### src/rtl/mips32_5stage_core.sv
`default_nettype none
// =============================================================================
// Module   : mips32_5stage_core
// Brief    : MIPS-subset 5-stage pipeline (IF/ID/EX/MEM/WB) with forwarding,
//            load-use stall, beq resolved in EX and j resolved in ID.
//            Define IMM_ALU_EN to add addi/slti/andi/ori.
// Revision : 1.0 - initial release
// =============================================================================
module mips32_5stage_core #(
  parameter int DMEM_DEPTH = 32,
  parameter int PC_W       = 32
) (
  input  logic        clk,
  input  logic        rst_n,
  input  logic [31:0] instruction_i,
  output logic [31:0] inst_mem_rd_addr_to_instmem
);

  localparam int         c_DMEM_AW = $clog2(DMEM_DEPTH);
  localparam logic [2:0] c_ALU_ADD = 3'd0;
  localparam logic [2:0] c_ALU_SUB = 3'd1;
  localparam logic [2:0] c_ALU_AND = 3'd2;
  localparam logic [2:0] c_ALU_OR  = 3'd3;
  localparam logic [2:0] c_ALU_SLT = 3'd4;

  typedef struct packed {
    logic            reg_wr;
    logic            mem_rd;
    logic            mem_wr;
    logic            branch;
    logic            use_imm;
    logic [2:0]      alu_op;
    logic [4:0]      rs;
    logic [4:0]      rt;
    logic [4:0]      dst;
    logic [31:0]     rs_val;
    logic [31:0]     rt_val;
    logic [31:0]     imm;
    logic [PC_W-1:0] pc1;
  } idex_t;

  typedef struct packed {
    logic        reg_wr;
    logic        mem_rd;
    logic        mem_wr;
    logic [4:0]  dst;
    logic [31:0] alu_res;
    logic [31:0] store_val;
  } exmem_t;

  typedef struct packed {
    logic        reg_wr;
    logic [4:0]  dst;
    logic [31:0] wb_val;
  } memwb_t;

  logic [PC_W-1:0] r_pc;
  logic [31:0]     r_ifid_instr;
  logic [PC_W-1:0] r_ifid_pc1;
  idex_t           r_idex;
  exmem_t          r_exmem;
  memwb_t          r_memwb;
  logic [31:0]     r_regs [32];
  logic [31:0]     r_dmem [DMEM_DEPTH];

  logic [5:0]      w_op;
  logic [5:0]      w_funct;
  logic [4:0]      w_rs;
  logic [4:0]      w_rt;
  logic [4:0]      w_rd;
  logic [15:0]     w_imm;
  logic [31:0]     w_rs_val;
  logic [31:0]     w_rt_val;
  idex_t           w_dec;
  logic            w_use_rs;
  logic            w_use_rt;
  logic            w_jump;
  logic            w_wr;
  logic            w_stall;
  logic            w_take;
  logic            w_jump_go;
  logic [PC_W-1:0] w_jpc;
  logic [31:0]     w_jpc32;
  logic [PC_W-1:0] w_jtarget;
  logic [PC_W-1:0] w_btarget;
  logic [31:0]     w_fwd_a;
  logic [31:0]     w_fwd_b;
  logic [31:0]     w_alu_b;
  logic [31:0]     w_alu_res;
  logic [31:0]     w_mem_rdata;

  assign inst_mem_rd_addr_to_instmem = 32'(r_pc);

  // ---------------- ID: field split, regfile read with WB write-through
  assign w_op    = r_ifid_instr[31:26];
  assign w_rs    = r_ifid_instr[25:21];
  assign w_rt    = r_ifid_instr[20:16];
  assign w_rd    = r_ifid_instr[15:11];
  assign w_funct = r_ifid_instr[5:0];
  assign w_imm   = r_ifid_instr[15:0];

  assign w_rs_val = (r_memwb.reg_wr && r_memwb.dst == w_rs) ? r_memwb.wb_val : r_regs[w_rs];
  assign w_rt_val = (r_memwb.reg_wr && r_memwb.dst == w_rt) ? r_memwb.wb_val : r_regs[w_rt];

  always_comb begin
    w_dec          = '0;
    w_use_rs       = 1'b0;
    w_use_rt       = 1'b0;
    w_jump         = 1'b0;
    w_wr           = 1'b0;
    w_dec.rs       = w_rs;
    w_dec.rt       = w_rt;
    w_dec.dst      = w_rt;
    w_dec.rs_val   = w_rs_val;
    w_dec.rt_val   = w_rt_val;
    w_dec.imm      = {{16{w_imm[15]}}, w_imm};
    w_dec.pc1      = r_ifid_pc1;
    w_dec.alu_op   = c_ALU_ADD;
    case (w_op)
      6'd0: begin
        w_use_rs  = 1'b1;
        w_use_rt  = 1'b1;
        w_wr      = 1'b1;
        w_dec.dst = w_rd;
        case (w_funct)
          6'h20:   w_dec.alu_op = c_ALU_ADD;
          6'h22:   w_dec.alu_op = c_ALU_SUB;
          6'h24:   w_dec.alu_op = c_ALU_AND;
          6'h25:   w_dec.alu_op = c_ALU_OR;
          6'h2A:   w_dec.alu_op = c_ALU_SLT;
          default: begin
            w_use_rs = 1'b0;
            w_use_rt = 1'b0;
            w_wr     = 1'b0;
          end
        endcase
      end
      6'd35: begin
        w_use_rs      = 1'b1;
        w_wr          = 1'b1;
        w_dec.mem_rd  = 1'b1;
        w_dec.use_imm = 1'b1;
      end
      6'd43: begin
        w_use_rs      = 1'b1;
        w_use_rt      = 1'b1;
        w_dec.mem_wr  = 1'b1;
        w_dec.use_imm = 1'b1;
      end
      6'd4: begin
        w_use_rs     = 1'b1;
        w_use_rt     = 1'b1;
        w_dec.branch = 1'b1;
      end
      6'd2: w_jump = 1'b1;
`ifdef IMM_ALU_EN
      6'd8, 6'd10, 6'd12, 6'd13: begin
        w_use_rs      = 1'b1;
        w_wr          = 1'b1;
        w_dec.use_imm = 1'b1;
        case (w_op)
          6'd10: w_dec.alu_op = c_ALU_SLT;
          6'd12: begin
            w_dec.alu_op = c_ALU_AND;
            w_dec.imm    = {16'd0, w_imm};
          end
          6'd13: begin
            w_dec.alu_op = c_ALU_OR;
            w_dec.imm    = {16'd0, w_imm};
          end
          default: w_dec.alu_op = c_ALU_ADD;
        endcase
      end
`endif
      default: ;
    endcase
    // Writes to r0 are dropped here so forwarding never matches r0
    w_dec.reg_wr = w_wr && (w_dec.dst != 5'd0);
  end

  assign w_stall = r_idex.mem_rd && r_idex.reg_wr &&
                   ((w_use_rs && w_rs == r_idex.dst) || (w_use_rt && w_rt == r_idex.dst));

  // Jump keeps the upper PC bits of the jump instruction itself
  assign w_jpc     = r_ifid_pc1 - PC_W'(1);
  assign w_jpc32   = 32'(w_jpc);
  assign w_jtarget = PC_W'((w_jpc32 & 32'hFC00_0000) | {6'd0, r_ifid_instr[25:0]});

  // ---------------- EX: forwarding (EX/MEM wins), ALU, branch resolve
  always_comb begin
    if (r_exmem.reg_wr && r_exmem.dst == r_idex.rs)      w_fwd_a = r_exmem.alu_res;
    else if (r_memwb.reg_wr && r_memwb.dst == r_idex.rs) w_fwd_a = r_memwb.wb_val;
    else                                                 w_fwd_a = r_idex.rs_val;
    if (r_exmem.reg_wr && r_exmem.dst == r_idex.rt)      w_fwd_b = r_exmem.alu_res;
    else if (r_memwb.reg_wr && r_memwb.dst == r_idex.rt) w_fwd_b = r_memwb.wb_val;
    else                                                 w_fwd_b = r_idex.rt_val;
    w_alu_b = r_idex.use_imm ? r_idex.imm : w_fwd_b;
    case (r_idex.alu_op)
      c_ALU_SUB: w_alu_res = w_fwd_a - w_alu_b;
      c_ALU_AND: w_alu_res = w_fwd_a & w_alu_b;
      c_ALU_OR:  w_alu_res = w_fwd_a | w_alu_b;
      c_ALU_SLT: w_alu_res = ($signed(w_fwd_a) < $signed(w_alu_b)) ? 32'd1 : 32'd0;
      default:   w_alu_res = w_fwd_a + w_alu_b;
    endcase
  end

  assign w_take    = r_idex.branch && (w_fwd_a == w_fwd_b);
  assign w_btarget = r_idex.pc1 + PC_W'(r_idex.imm);
  assign w_jump_go = w_jump && !w_take;

  assign w_mem_rdata = r_dmem[r_exmem.alu_res[c_DMEM_AW-1:0]];

  // ---------------- pipeline registers
  always_ff @(posedge clk) begin
    if (rst_n) begin
      r_pc         <= '0;
      r_ifid_instr <= '0;
      r_ifid_pc1   <= '0;
      r_idex       <= '0;
      r_exmem      <= '0;
      r_memwb      <= '0;
    end else begin
      if (w_take)         r_pc <= w_btarget;
      else if (w_stall)   r_pc <= r_pc;
      else if (w_jump_go) r_pc <= w_jtarget;
      else                r_pc <= r_pc + PC_W'(1);

      if (w_take || w_jump_go) begin
        r_ifid_instr <= '0;
        r_ifid_pc1   <= '0;
      end else if (!w_stall) begin
        r_ifid_instr <= instruction_i;
        r_ifid_pc1   <= r_pc + PC_W'(1);
      end

      r_idex <= (w_take || w_stall) ? idex_t'('0) : w_dec;

      r_exmem.reg_wr    <= r_idex.reg_wr;
      r_exmem.mem_rd    <= r_idex.mem_rd;
      r_exmem.mem_wr    <= r_idex.mem_wr;
      r_exmem.dst       <= r_idex.dst;
      r_exmem.alu_res   <= w_alu_res;
      r_exmem.store_val <= w_fwd_b;

      r_memwb.reg_wr <= r_exmem.reg_wr;
      r_memwb.dst    <= r_exmem.dst;
      r_memwb.wb_val <= r_exmem.mem_rd ? w_mem_rdata : r_exmem.alu_res;
    end
  end

  always_ff @(posedge clk) begin
    if (rst_n) begin
      for (int i = 0; i < 32; i++) r_regs[i] <= '0;
    end else if (r_memwb.reg_wr) begin
      r_regs[r_memwb.dst] <= r_memwb.wb_val;
    end
  end

  // Data memory has no reset; contents survive rst_n
  always_ff @(posedge clk) begin
    if (!rst_n && r_exmem.mem_wr) begin
      r_dmem[r_exmem.alu_res[c_DMEM_AW-1:0]] <= r_exmem.store_val;
    end
  end

endmodule
`default_nettype wire

### config.mk
export PLATFORM = sky130hd
export DESIGN_NAME = mips32_5stage_core
export DESIGN_NICKNAME = d
export VERILOG_FILES = /design/src/rtl/mips32_5stage_core.sv
export SDC_FILE = /design/constraint.sdc
export NUM_CORES = 2
export LEC_CHECK = 0
export BUFFER_PORTS_ARGS = -buffer_cell sky130_fd_sc_hd__buf_2
export CORE_MARGIN = 2
export CORE_UTILIZATION = 60
export DETAILED_ROUTE_END_ITERATION = 8
export PLACE_DENSITY = 0.78
export REMOVE_ABC_BUFFERS = 1
export SLEW_MARGIN = 40
export SYNTH_ARGS = -nofsm -noshare
export SYNTH_HDL_FRONTEND = slang
export SYNTH_SLANG_ARGS = --single-unit
### constraint.sdc
create_clock -name clk -period 16.38 [get_ports clk]
set_clock_uncertainty 0.15 [all_clocks]
set_input_delay 2.457 -clock clk [delete_from_list [all_inputs] [get_ports clk]]
set_output_delay 2.457 -clock clk [all_outputs]
set_load 0.02 [all_outputs]
======== Word-level counts from Yosys, hierarchy flattened ========
Memory sizes are Yosys's and may differ from the RTL's. A register that Yosys moved wholly into a read port is not among the register bits.
Cells that the tools add are included.
storage, ports and cells
  register bits ........................... 277
  memory bits (writable) .................. 2,048
  bits of input ports ..................... 34
  output and inout port bits .............. 32
  word-level logic and storage cells ...... 116
  memories ................................ 2
operators by class
  add/subtract/negate cells ............... 5
  $lt $le $gt $ge ......................... 1
  eq/ne operators ......................... 21
  multiplexer cells ....................... 33
  bitwise operators ....................... 4
  reduce and logical (&&, ||, !) cells .... 27
memories
  name    words  bits a word  rd ports  clocked after memory_dff  write ports  line  source
  r_dmem  32     32           1         1                         1            64    logic [31:0] r_dmem [DMEM_DEPTH];
  r_regs  32     32           2         2                         32           63    logic [31:0] r_regs [32];
operators with widths
  cell                   count
  $mux 32                10
  $pmux 32 s4            1
  $add 32x32->32         2
  $eq 6x6->1 const B     7
  $add 32x1->32 const B  1
  $and 32x32->32         1
  $eq 32x32->1           1
  $lt 32x32->1           1
  $or 32x26->32          1
  $or 32x32->32          1
  $reduce_or 32->1       1
  $sub 32x1->32 const B  1
  $sub 32x32->32         1
  $eq 5x5->1             6
  $mux 1                 15
  $mux 5                 3
  $logic_and 1x1->1      12
  $pmux 3 s4             1
  $reduce_or 2->1        4
  $eq 3x2->1 const B     2
  $eq 6x2->1 const B     1
  $eq 6x3->1 const B     1
  $logic_not 6->1        1
  $pmux 1 s2             3
  9 further kinds        13

======== Longest topological paths before layout ========
  depth after elaboration ................. 11
  depth in mapped cells ................... 23
  mapped depth without buffers ............ 19

======== Worst setup path after synthesis ========
No wires, ideal clock.
  path type ............................... input port to flip-flop
  start point ............................. in rst_n
  end point ............................... mem r_dmem[5][0] (enable)
  library setup time ...................... 0.461 ns
  arrival ................................. 5.687 ns
  required time ........................... 15.769 ns
  setup slack ............................. 10.082 ns
  stages on the path ...................... 5
  path buffers ............................ 2
  cells stage by stage .................... clkbuf_1 nand2b_1 or3b_2 clkbuf_1 nor3_1
on the way
  cells in the longest elaborated chain, start to end .. 4
ends and longest elaborated chain
  item                          line  source
  start, declared               14    input logic rst_n,
  $logic_not 1->1               261   if (!rst_n && r_exmem.mem_wr) begin
  $logic_and 1x1->1             261
  $mux 1                        261
  $mux 1 (implied by the code)  262   r_dmem[r_exmem.alu_res[c_DMEM_AW-1:0]] <= r_exmem.store_val;
  end, declared                 64
Every way passes these cells.

======== Final worst setup path ========
  start point ............................. reg r_memwb[36] (netlist bit)
  end point ............................... reg r_exmem[63] (netlist bit)
on the way
  cells in the longest elaborated chain, start to end .. 7
  elaborated cells on any way between the ends .. 14
  those cells by class .................... 2 x add/sub; 2 x eq/ne; 6 x mux; 2 x bitwise; 2 x reduce/logical
ends and longest elaborated chain
  item                                          line  source
  start, declared                               62    memwb_t r_memwb;
  $eq 5x5->1                                    195   else if (r_memwb.reg_wr && r_memwb.dst == r_idex.rt) w_fwd_b = r_memwb.wb_val;
  $logic_and 1x1->1                             195
  $mux 32                                       195
  $mux 32                                       194   if (r_exmem.reg_wr && r_exmem.dst == r_idex.rt) w_fwd_b = r_exmem.alu_res;
  $mux 32                                       197   w_alu_b = r_idex.use_imm ? r_idex.imm : w_fwd_b;
  $add 32x32->32, or another cell as far along  203   default: w_alu_res = w_fwd_a + w_alu_b;
  $pmux 32 s4 (*)                               198   case (r_idex.alu_op)
  end, declared                                 61    exmem_t r_exmem;
Mark *: on every way between the ends. The rest lies on a longest branch, timed or not.
A chain may end at the register's enable or synchronous reset.

==> run_results.csv <==
group,metric,value,unit
outcome,status,"completed",
pwr,power-per-cell-area,113.8,nW/um2
worst_setup_path,crit_type,"reg2reg",
die,ios,66,
cts,cts_buffers,232,
place,dp.final_hpwl,215200,um
detailed_routing,wl_met3,46880,um
worst_setup_path,cpPeakStageDelay,0.64,ns
cts,hold_buffers,0,
grt,antenna_found_initial,14,
worst_setup_path,worstPathMaxFanout,24,
pwr,peakVddDrop,106.9,uV
cells_and_area,final_common_cell,"edfxtp_1",
detailed_routing,wl_met1,126000,um
sta,grt_setup_unrepaired,"false",
yosys,syn_avg_cell_area,15.00,um2
sta,clock.fmax,160.7,MHz
min_path,min_from,"r_idex[148]",
sta,drv_slew,0,
worst_setup_path,critical_path.slowest_cell,"o31ai_1",
yosys,synthFlopType,"edfxtp_1",
cts,ctsRootBufferMaster,"clkbuf_16",
detailed_routing,first_pass_iters,9,
cts,numClockSinks,2389,
detailed_routing,wl_met2,161500,um
worst_setup_path,critPathTopFamily,"compound AO/OA/AOI/OAI gates",
grt,grt_max_degree,106,
cts,cts_resized,0,
min_path,hp-class,"reg2reg",
detailed_routing,vias,71667,
yosys,syn_inst,7572,
die,die_h,439.1,um
grt,grt_pass1_vias,70365,
sta,tns,0,ns
place,port-buffer-count,65,
min_path,hold_depth,1,
die,fp.coreArea,188000,um2
worst_setup_path,critPathLaunch,"r_memwb[36]",
min_path,hold_end,"r_exmem[69]",
grt,grt_usage,36.74,%
die,die_area,192800,um2
cts,tritoncts,"done",
worst_setup_path,worstPathCellList,"xnor2_1 -> and4_2 -> nand3_1 -> a31o_2 -> o21ai_0 -> inv_1 -> ha_1 -> or2_2 -> o221ai_1 -> a221oi_1 -> a211o_1 -> o211ai_1 -> a21oi_1 -> o31ai_1 -> a211oi_1 -> o31a_1 -> o21ai_0 -> a21oi_1",
sta,setup_violations,0,
sta,hold_violations,0,
cells_and_area,final_cell_mix,"edfxtp_1, and2_1, mux4_2",
cells_and_area,drive_gt1_share,23.20,%
die,num_rows,159,
yosys,synth-seq-cells,2389,
worst_setup_path,ff2ff_path_depth,18,
worst_setup_path,start_kind,"register",
cells_and_area,nNetsFinal,7577,
cts,clk_pin_slew_worst_paths,0.07,ns
cells_and_area,area_growth_syn_to_layout,10.17,%
detailed_routing,wl_per_cell,35.12,um
detailed_routing,routed_wl,355400,um
worst_setup_path,crit_buf_inv,1,
worst_setup_path,cp.arrival,6.80,ns
grt,grt-ovfl-total,0,
die,start_util,60.42,%
detailed_routing,ant_nets,0,
cts,post-cts-setup-buffer-count,0,
yosys,yosysWarnings,0,
cts,clk_latency,0.94,ns
detailed_routing,routed.top_layer,"met5",
place,dpl-instance-area,116800,um2
grt,grt_pass1_wl,502900,um
detailed_routing,viasPerCell,7.083,
worst_setup_path,rrSetupSlack,10.16,ns
worst_setup_path,reg2reg_to,"r_exmem[63]",
cells_and_area,fin_area,125200,um2
cells_and_area,final_core_util,66.57,%
worst_setup_path,worstSetupEndpointType,"register",
detailed_routing,drc,0,
cts,clock_path_buffers,3,
detailed_routing,drt-initial-drc-count,11155,
place,place_congestion,0.9543,
yosys,synth_enable_flop_cells,2048,
sta,period_needed,6.221,ns
worst_setup_path,required,16.96,ns
yosys,synth_async_sr_flop_share,0,%
worst_setup_path,reg2reg_from,"r_memwb[36]",
die,dieWidth,439.1,um
sta,worstMarginPinSlew,0.9762,ns
job,cap_viol_max_count,0,
pwr,power_leakage,0.04277,uW
sta,slew_headroom,33.06,%
cts,htreeDepth,4,
yosys,synth-seq-area-share,60.15,%
sta,min_period_over_period,37.98,%
yosys,syn-cell-area,113600,um2
yosys,ys_types,80,
-- registers in the layout (all words and copies together), names as in the netlist --
signal                       cells
r_ifid_pc1                      32
r_idex                         135
r_exmem                         72
inst_mem_rd_addr_to_instmem     32
r_dmem                        1024
r_regs                        1024
r_ifid_instr                    32
r_memwb                         38
-- per-layer routing --
metal  GRT usage, %  up-vias
li1               -    28771
met5              0        -
met1          49.53    36400
met3          10.73     1001
met2          54.74     5493
met4          19.15        2
-- area by class of cell --
type	instances	area (um2)
Inverter	131	495.5
Clock buffer	303	6337
Antenna cell	5	12.51
Multi-Input combinational cell	4395	42880
Clock inverter	137	1682
Sequential cell	2389	68450
Tap cell	2495	3122
Timing Repair Buffer	263	2170
Fill cell	12258	62850
-- cell families (layout without fill, tap and decap cells) --
group,count (synthesis),after routing,share of synthesized area [%]
adders and majority gates,131,131,1.463
and+or+nand+nor,2233,2233,10.56
AOI/OAI and AO/OA,863,863,5.000
muxes,1031,1031,19.11
xor gates and xnor gates,137,137,1.056
buffers and inverters,788,834,2.669
DFF,2389,2389,60.15
other,0,5,0
-- power by group --
group	leakage, uW	switching (uW)	internal, uW	total (uW)
logic	0.0160	1010	648	1660
clock network	0.00391	2440	3180	5620
registers	0.0228	219	6740	6960
total	0.0428	3670	10600	14200
-- how the worst max path moves through the flow --
stage | endpoint | slack (ns) | cells after the start
after detailed placement | r_regs[29][23] | 10.12 | 7
after global placement | r_regs[5][17] | 10.27 | 5
after CTS | r_exmem[63] | 10.15 | 18
after global routing | r_exmem[61] | 9.79 | 18
final | r_exmem[63] | 10.16 | 18
after floorplan | r_idex[145] | 0.77 | 7
-- through the flow --
step	worst slack, ns	hold WS, ns	instances	power, uW
global route	9.792	0.3243	10114	14520
global placement	10.27	0.2833	9654	8632
finish	10.16	0.3069	10118	14240
CTS	10.15	0.3129	10104	14190
floorplan	0.7741	0.2638	6915	8233
detailed placement	10.12	0.3122	9664	8666
-- synthesized netlist by cell type (all sizes together), types with 7 or more instances --
cell | n | area (um2)
o21bai | 20 | 150.1
buf | 148 | 620.6
o2111ai | 17 | 148.9
inv | 131 | 491.7
nor2b | 39 | 244.0
o2bb2ai | 9 | 78.83
a221oi | 25 | 219.0
a2111oi | 8 | 70.07
o221ai | 11 | 96.34
and2 | 1087 | 6800
o31ai | 7 | 52.55
a31o | 25 | 219.0
nor3 | 124 | 625.6
xnor2 | 98 | 858.3
o211ai | 20 | 150.1
a221o | 14 | 140.1
a21oi | 224 | 1121
a22oi | 31 | 232.7
nand3 | 86 | 430.4
xor2 | 39 | 341.6
o21ai | 160 | 800.8
mux2 | 9 | 101.4
a22o | 10 | 87.58
o22ai | 28 | 175.2
ha | 128 | 1602
and3 | 17 | 106.4
dfxtp | 341 | 6827
or2 | 44 | 275.3
edfxtp | 2048 | 61500
clkbuf | 509 | 1919
or4 | 9 | 67.56
o21a | 10 | 75.07
a211oi | 121 | 908.4
nor2 | 445 | 1678
nand2b | 22 | 137.6
or3 | 17 | 106.4
nand4 | 16 | 100.1
nor4 | 21 | 146.4
a21o | 23 | 172.7
a211o | 17 | 148.9
mux4 | 909 | 20470
a31oi | 46 | 287.8
mux2i | 113 | 1131
nand2 | 279 | 1047
Power figures use the tool's default switching activity.
